**config.mk**
```make
export PLATFORM = sky130hd
export DESIGN_NAME = pulse_shaping_fir
export DESIGN_NICKNAME = d
export VERILOG_FILES = /design/src/rtl/ps_fir_pkg.sv /design/src/rtl/ps_delay_line.sv /design/src/rtl/pulse_shaping_fir.sv
export SDC_FILE = /design/constraint.sdc
export NUM_CORES = 1
export LEC_CHECK = 0
export ABC_AREA = 1
export BUFFER_PORTS_ARGS = -buffer_cell sky130_fd_sc_hd__buf_2
export CORE_ASPECT_RATIO = 0.75
export CORE_MARGIN = 2
export CORE_UTILIZATION = 45
export DETAILED_ROUTE_END_ITERATION = 7
export SYNTH_ARGS = -nofsm -noshare
export SYNTH_HDL_FRONTEND = slang
export SYNTH_SLANG_ARGS = --single-unit
```
**constraint.sdc**
```tcl
create_clock -name clk -period 5.3 [get_ports clk]
set_clock_uncertainty 0.2 [all_clocks]
set_input_delay 0.53 -clock clk [delete_from_list [all_inputs] [get_ports clk]]
set_output_delay 0.53 -clock clk [all_outputs]
set_load 0.03 [all_outputs]
```
**src/rtl/ps_fir_pkg.sv**
```systemverilog
`default_nettype none
// +----------------------------------------------------------------------+
// | ps_fir_pkg                                                           |
// | Shared sizes and the RRC coefficient set for the pulse-shaping FIR.  |
// | Revision: 1.0                                                        |
// +----------------------------------------------------------------------+
package ps_fir_pkg;

   localparam int TAPS   = 16;
   localparam int DIN_W  = 2;
   localparam int COEF_W = 8;

   // Lossless accumulator width for TAPS products of DIN_W x COEF_W operands
   function automatic int out_width(input int din_w, input int coef_w, input int taps);
      return din_w + coef_w + $clog2(taps);
   endfunction

   localparam int OUT_W  = out_width(DIN_W, COEF_W, TAPS);
   localparam int PROD_W = DIN_W + COEF_W;

   localparam logic signed [COEF_W-1:0] COEFS [TAPS] = '{
      -8'sd3,  -8'sd5,  8'sd0,   8'sd12,  8'sd28,  8'sd48,  8'sd66,  8'sd76,
       8'sd76,  8'sd66, 8'sd48,  8'sd28,  8'sd12,  8'sd0,  -8'sd5,  -8'sd3
   };

endpackage
`default_nettype wire

```
**src/rtl/ps_delay_line.sv**
```systemverilog
`default_nettype none
// +----------------------------------------------------------------------+
// | ps_delay_line                                                        |
// | TAPS x DIN_W sample shift register; tap[0] occupies the low bits.    |
// | Revision: 1.0                                                        |
// +----------------------------------------------------------------------+
module ps_delay_line
   import ps_fir_pkg::*;
(
   input  logic                    clk,
   input  logic                    reset,
   input  logic                    en,
   input  logic [DIN_W-1:0]        din,
   output logic [TAPS*DIN_W-1:0]   taps
);

   logic [TAPS*DIN_W-1:0] r_taps;

   always_ff @(posedge clk or negedge reset) begin
      if (!reset) begin
         r_taps <= '0;
      end else if (en) begin
         r_taps <= {r_taps[(TAPS-1)*DIN_W-1:0], din};
      end
   end

   assign taps = r_taps;

endmodule
`default_nettype wire

```
**src/rtl/pulse_shaping_fir.sv**
```systemverilog
`default_nettype none
// +----------------------------------------------------------------------+
// | pulse_shaping_fir                                                    |
// | 16-tap RRC transmit filter: delay line, product register, sum reg.   |
// | Revision: 1.0                                                        |
// +----------------------------------------------------------------------+
module pulse_shaping_fir
   import ps_fir_pkg::*;
(
   input  logic                clk,
   input  logic                reset,
   input  logic                en,
   input  logic [DIN_W-1:0]    din,
   output logic [OUT_W-1:0]    dout,
   output logic                dout_valid
);

   logic [TAPS*DIN_W-1:0]      w_taps;
   logic signed [PROD_W-1:0]   w_prod [TAPS];
   logic signed [PROD_W-1:0]   r_prod [TAPS];
   logic [OUT_W-1:0]           w_sum;
   logic                       r_v1;
   logic                       r_v2;
   logic [OUT_W-1:0]           r_dout;
   logic                       r_dout_valid;

   ps_delay_line u_delay_line (
      .clk   (clk),
      .reset (reset),
      .en    (en),
      .din   (din),
      .taps  (w_taps)
   );

   // Both operands widened to PROD_W so the truncated product is exact
   generate
      for (genvar k = 0; k < TAPS; k++) begin : g_prod
         logic [DIN_W-1:0]   w_tap;
         logic [PROD_W-1:0]  w_tap_ext;
         logic [PROD_W-1:0]  w_coef_ext;
         assign w_tap      = w_taps[k*DIN_W +: DIN_W];
         assign w_tap_ext  = {{COEF_W{w_tap[DIN_W-1]}}, w_tap};
         assign w_coef_ext = {{DIN_W{COEFS[k][COEF_W-1]}}, COEFS[k]};
         assign w_prod[k]  = w_tap_ext * w_coef_ext;
      end
   endgenerate

   always_comb begin
      w_sum = '0;
      for (int k = 0; k < TAPS; k++) begin
         w_sum = w_sum + {{(OUT_W-PROD_W){r_prod[k][PROD_W-1]}}, r_prod[k]};
      end
   end

   always_ff @(posedge clk or negedge reset) begin
      if (!reset) begin
         r_v1         <= 1'b0;
         r_v2         <= 1'b0;
         r_dout_valid <= 1'b0;
         r_dout       <= '0;
         for (int k = 0; k < TAPS; k++) begin
            r_prod[k] <= '0;
         end
      end else begin
         r_v1         <= en;
         r_v2         <= r_v1;
         r_dout_valid <= r_v2;
         if (r_v1) begin
            for (int k = 0; k < TAPS; k++) begin
               r_prod[k] <= w_prod[k];
            end
         end
         if (r_v2) begin
            r_dout <= w_sum;
         end
      end
   end

   assign dout       = r_dout;
   assign dout_valid = r_dout_valid;

endmodule
`default_nettype wire
```
# After elaboration in Yosys (flattened, before gate mapping)
# Cells that the tools add are included.
# classes
multipliers	14
n_addsub	13
# op_table
op	n
14-bit adder	9
10-bit by 2-bit multiplier with 6-bit output (second input constant)	2
10-bit by 2-bit multiplier with 8-bit output (second input constant)	2
10-bit by 3-bit multiplier with 8-bit output (second input constant)	2
10-bit by 5-bit multiplier with 8-bit output (second input constant)	2
10-bit by 6-bit multiplier with 9-bit output (second input constant)	2
12-bit by 10-bit adder with 13-bit output	1
11-bit by 10-bit adder with 12-bit output	1
2-bit by 4-bit multiplier with 6-bit output (second input constant)	2
7-bit by 10-bit adder with 11-bit output	1
2-bit by 3-bit multiplier with 5-bit output (second input constant)	2
5-bit by 6-bit adder with 7-bit output	1
# word_totals
ff_bits	158

# Depth between registers and ports, before layout
# logic_depth
ltp_word	13
ltp_mapped	25
ltp_nobuf	25

# Hierarchy
# Synthesis repeated with hierarchy kept, for this count alone.
# unflattened
cells_unflattened	803
area_unflattened_um2	7581.0
# by_module_without_submodules
module	cells_per_inst	instances	area_each_um2
pulse_shaping_fir	667	1	6299.8
ps_delay_line	136	1	1281.2

# Worst setup path before layout
# Ideal clock, no wire load.
# synth_path
path_kind	register to register
start	reg r_prod[113] (netlist bit)
end	reg r_dout[13], in the netlist dout[13]
path_stages_with_launch	22
path_slack_ns	-0.307
t_arrival_ns	5.289
cell_sequence	dfrtp_1 > inv_1 > fa_1 > inv_1 > fa_1 > ha_1 > ha_1 > fa_1 > inv_1 > fa_1 > fa_1 > fa_1 > fa_1 > inv_1 > ha_1 > fa_1 > nand3_1 > nand2_1 > nand2_1 > nand3_1 > nand3_1 > nand2_1
# synth_between
elab_chain_len	11
# synth_lines
element	line_no	text
start: declaration	pulse_shaping_fir.sv:20	logic signed [PROD_W-1:0] r_prod [TAPS];
start signal: indexed assignment	pulse_shaping_fir.sv:70	r_prod[k] <= w_prod[k];
11-bit by 10-bit adder with 12-bit output	pulse_shaping_fir.sv:51	w_sum = w_sum + {{(OUT_W-PROD_W){r_prod[k][PROD_W-1]}}, r_prod[k]};
12-bit by 10-bit adder with 13-bit output	pulse_shaping_fir.sv:51	
14-bit adder (9 in a row)	pulse_shaping_fir.sv:51	
end signal: assignment	pulse_shaping_fir.sv:74	r_dout <= w_sum;
end: declaration	pulse_shaping_fir.sv:24	logic [OUT_W-1:0] r_dout;
# Every way passes these cells.
# A chain may end at the register's enable or synchronous reset.

# Worst setup path after layout
# layout_path
start	reg r_prod[113] (netlist bit)
end	reg r_dout[7], in the netlist dout[7]
# Same word-level chain as after synthesis.

==> results.md <==
* Post-synthesis async set-or-reset flop share at 1.000
* Syn Area/Cell at 9.654 um^2
* Worst slew pin tran at 1008 ps
* Largest family of logic cells by synthesized area: adder cells
* Prevailing post-synth register cell: dfrtp_1
* Synth cell count leaders: 208 x nand2_1, 137 x inv_1, 113 x dfrtp_1
* Via count at 4865
* Area Overhead vs Synth at 13.50%
* CTS clk-pin slew, worst paths at 50 ps
* Mapped Area at 7395 um^2
* Dpl cell area at 7729 um^2
* Placer Congestion at 0.8205
* Top-level I/O count at 20
* Syn nets at 911
* Synth top area share at 0.3824
* Clock sinks at 113
* DRT Pass-1 Iters at 4
* R2R Setup Slk at -190 ps
* Slowest stage cell, crit path: fa_1
* Gate Count Post-Synth at 766
* DR DRC count at 0
* CP max stage delay at 530 ps
* Count leader, synth: nand2_1
* Seq/Total Area, Yosys at 0.3824
* Failing checks: setup timing
* Crit path top cell by count: fa_1
* First-pass GRT wire length at 25.72 mm
* Synthesis-stage register bit count at 113
* Layout cells sized above 1 at 0.1174
* CP arrival at 5640 ps
* Root buf cell: clkbuf_16
* Ant diodes at 0
* Chip Width at 152.0 um
* Die Area at 17480 um^2
* CTS tree: yes
* Compound-cell area share of the yosys netlist at 0.06210
* Synth Warn # at 0
* HP Class: input pin to async pin
* Leading area contributor after synthesis: dfrtp_1
* Worst-path fanout max at 2
* Port Buf Inserts at 19
* # Max-Cap Violations at 0
* Routed wire length at 14.69 mm
* DR iter-0 viols at 270
* Nature of the critical path endpoint: flop
* Die span in y at 115.0 um
* Clock latency at the later pin of the worst-skew pair at 410 ps
* Setup CP Type: flop to flop
* Final setup fails at 8
* XOR/XNOR Fraction of Synth Area at 0.009475
* All-Layer GR Usage at 0.1870
* Adder-Cell Fraction of Synth Area at 0.3232
* Number of flops mapped to enable cells by yosys at 0
* Detail Route Antenna Nets at 0
* Core area at 16070 um^2
* Vias in the first global route at 5134
* CTS Buf Count at 17
* Drt wl/cell at 14.53 um
* DR vias/cell at 4.812
* Part of the cycle the worst path needs at 1.037
* Slew Viols, Final at 0
* RSZ-0062 raised after global routing: yes
* CP required at 5440 ps
* Final hold viol count at 0
* GRT overflow at 0
* Fmax achieved at 182.0 MHz
* Initial antenna violation count at 0
* Critical path cell sequence: inv_2 > fa_1 > inv_1 > fa_1 > ha_4 > ha_4 > fa_2 > inv_2 > fa_1 > fa_2 > fa_1 > fa_1 > inv_2 > ha_4 > fa_2 > buf_4 > buf_6 > a21oi_2 > o21ai_1 > nand2_1
* Initial Util at 0.4603
* Rel. slew slack at 0.3268
* Multiplexer share of the synthesized area at 0.001523
* Layout Nets at 935
* Hold slack at 14.79 ps
* Fin area at 8393 um^2
* Synth unique cells at 25
* Rows at 40
* DP HPWL at 11.35 mm
* Largest cells by area after synthesis: dfrtp_1 38%, fa_1 23%, nand2_1 11%, ha_1 9.3%, inv_1 7.0%
* Post-synthesis simple-gate area fraction at 0.1354
* Setup ws final at -194.4 ps
* H-tree depth at 4
* Critical Path Start Type: flop
* Clock Tree Buf Depth at 2
* Min cycle time layout at 5494 ps
* Largest net degree at the start of global routing at 71
* Hold_buf cts at 0
* Status: finished, violations left
cell type report:
cell class	instances	area, um^2
Clock inverter	8	102.6
Sequential cell	113	2828
Timing Repair Buffer	28	168.9
Tap cell	210	262.8
Fill cell	1431	7672
Inverter	139	521.8
Multi-Input combinational cell	491	4025
Clock buffer	22	484.2
final timing paths:
path / start / endpoint / cells past startpoint
max in group asynchronous: reset / dout[9] / 2
worst min-delay path: reset / u_delay_line.taps[21] / 1
worst max register to register: r_prod[113] / dout[7] / 20
min in group clk: din[0] / u_delay_line.taps[0] / 3
worst min register to register: dout[13] / dout[13] / 2
worst max-delay path: r_prod[113] / dout[7] / 20
cells by family (layout without fill, tap and decap cells):
group / count (synthesis) / in the layout
DFF: 113 / 113
buffers and inverters: 162 / 197
muxes: 1 / 1
and+or+nand+nor: 252 / 252
adders and majority gates: 140 / 140
AOI/OAI and AO/OA: 90 / 90
xor gates and xnor gates: 8 / 8
worst max-delay path: cells and delay by family, from the launching register on:
kind | cells | cell delay, ps
adders and majority gates | 11 | 4150
buffers and inverters | 6 | 470
DFF | 1 | 360
AOI/OAI and AO/OA | 2 | 210
and+or+nand+nor | 1 | 60
flip-flops by register name (all words and copies together) (netlist names):
name	flops
u_delay_line.taps	32
r_v2	1
dout	14
r_prod	64
r_v1	1
dout_valid	1
repair_timing:
| item | in CTS | in global routing |
|---|---|---|
| resized for setup | 15 | 3 |
| setup buffers | 1 | 3 |
| pin swaps | 14 | 11 |
| setup endpoints to repair | 8 | 8 |
per-layer routing:
metal,routed length (um),share of wire,track usage
met1,7683,0.52,0.2788
met2,6410,0.44,0.2802
met3,467,0.032,0.03920
met4,128,0.0087,0.05234
met5,0,0,0
through the flow:
stage | util | TNS [ps] | cells | worst slack, ps
finish | 0.5224 | -759.4 | 1011 | -194.4
floorplan | - | -234.6 | 766 | -96.70
global placement | 0.4811 | -799.6 | 977 | -197.8
detailed placement | 0.4811 | -1469 | 977 | -297.0
global route | 0.5224 | -2100 | 1011 | -366.2
CTS | 0.5202 | -1063 | 1008 | -236.2
placed cells by master (no fill, tap or decap), types with 2 or more instances in the layout:
master and instances:
or2_2 3, dfrtp_1 113, clkbuf_16 17, nand3_1 15, a21oi_1 20, buf_4 9
nand2_4 2, inv_1 129, nor2_1 15, bufinv_16 2, ha_4 3, inv_6 2
ha_1 52, clkinv_2 2, xor2_1 4, nand2_2 6, a21oi_2 2, buf_2 18
clkinvlp_4 2, nand2_1 202, fa_1 78, clkbuf_8 4, inv_2 10, o21ai_0 62
xnor2_1 4, nand4_1 5, nand3_2 3, fa_2 7, o21ai_1 4
Power is left out: the tool's default activity adds up to more than one toggle a clock period on the data nets, which glitch-free logic cannot reach.
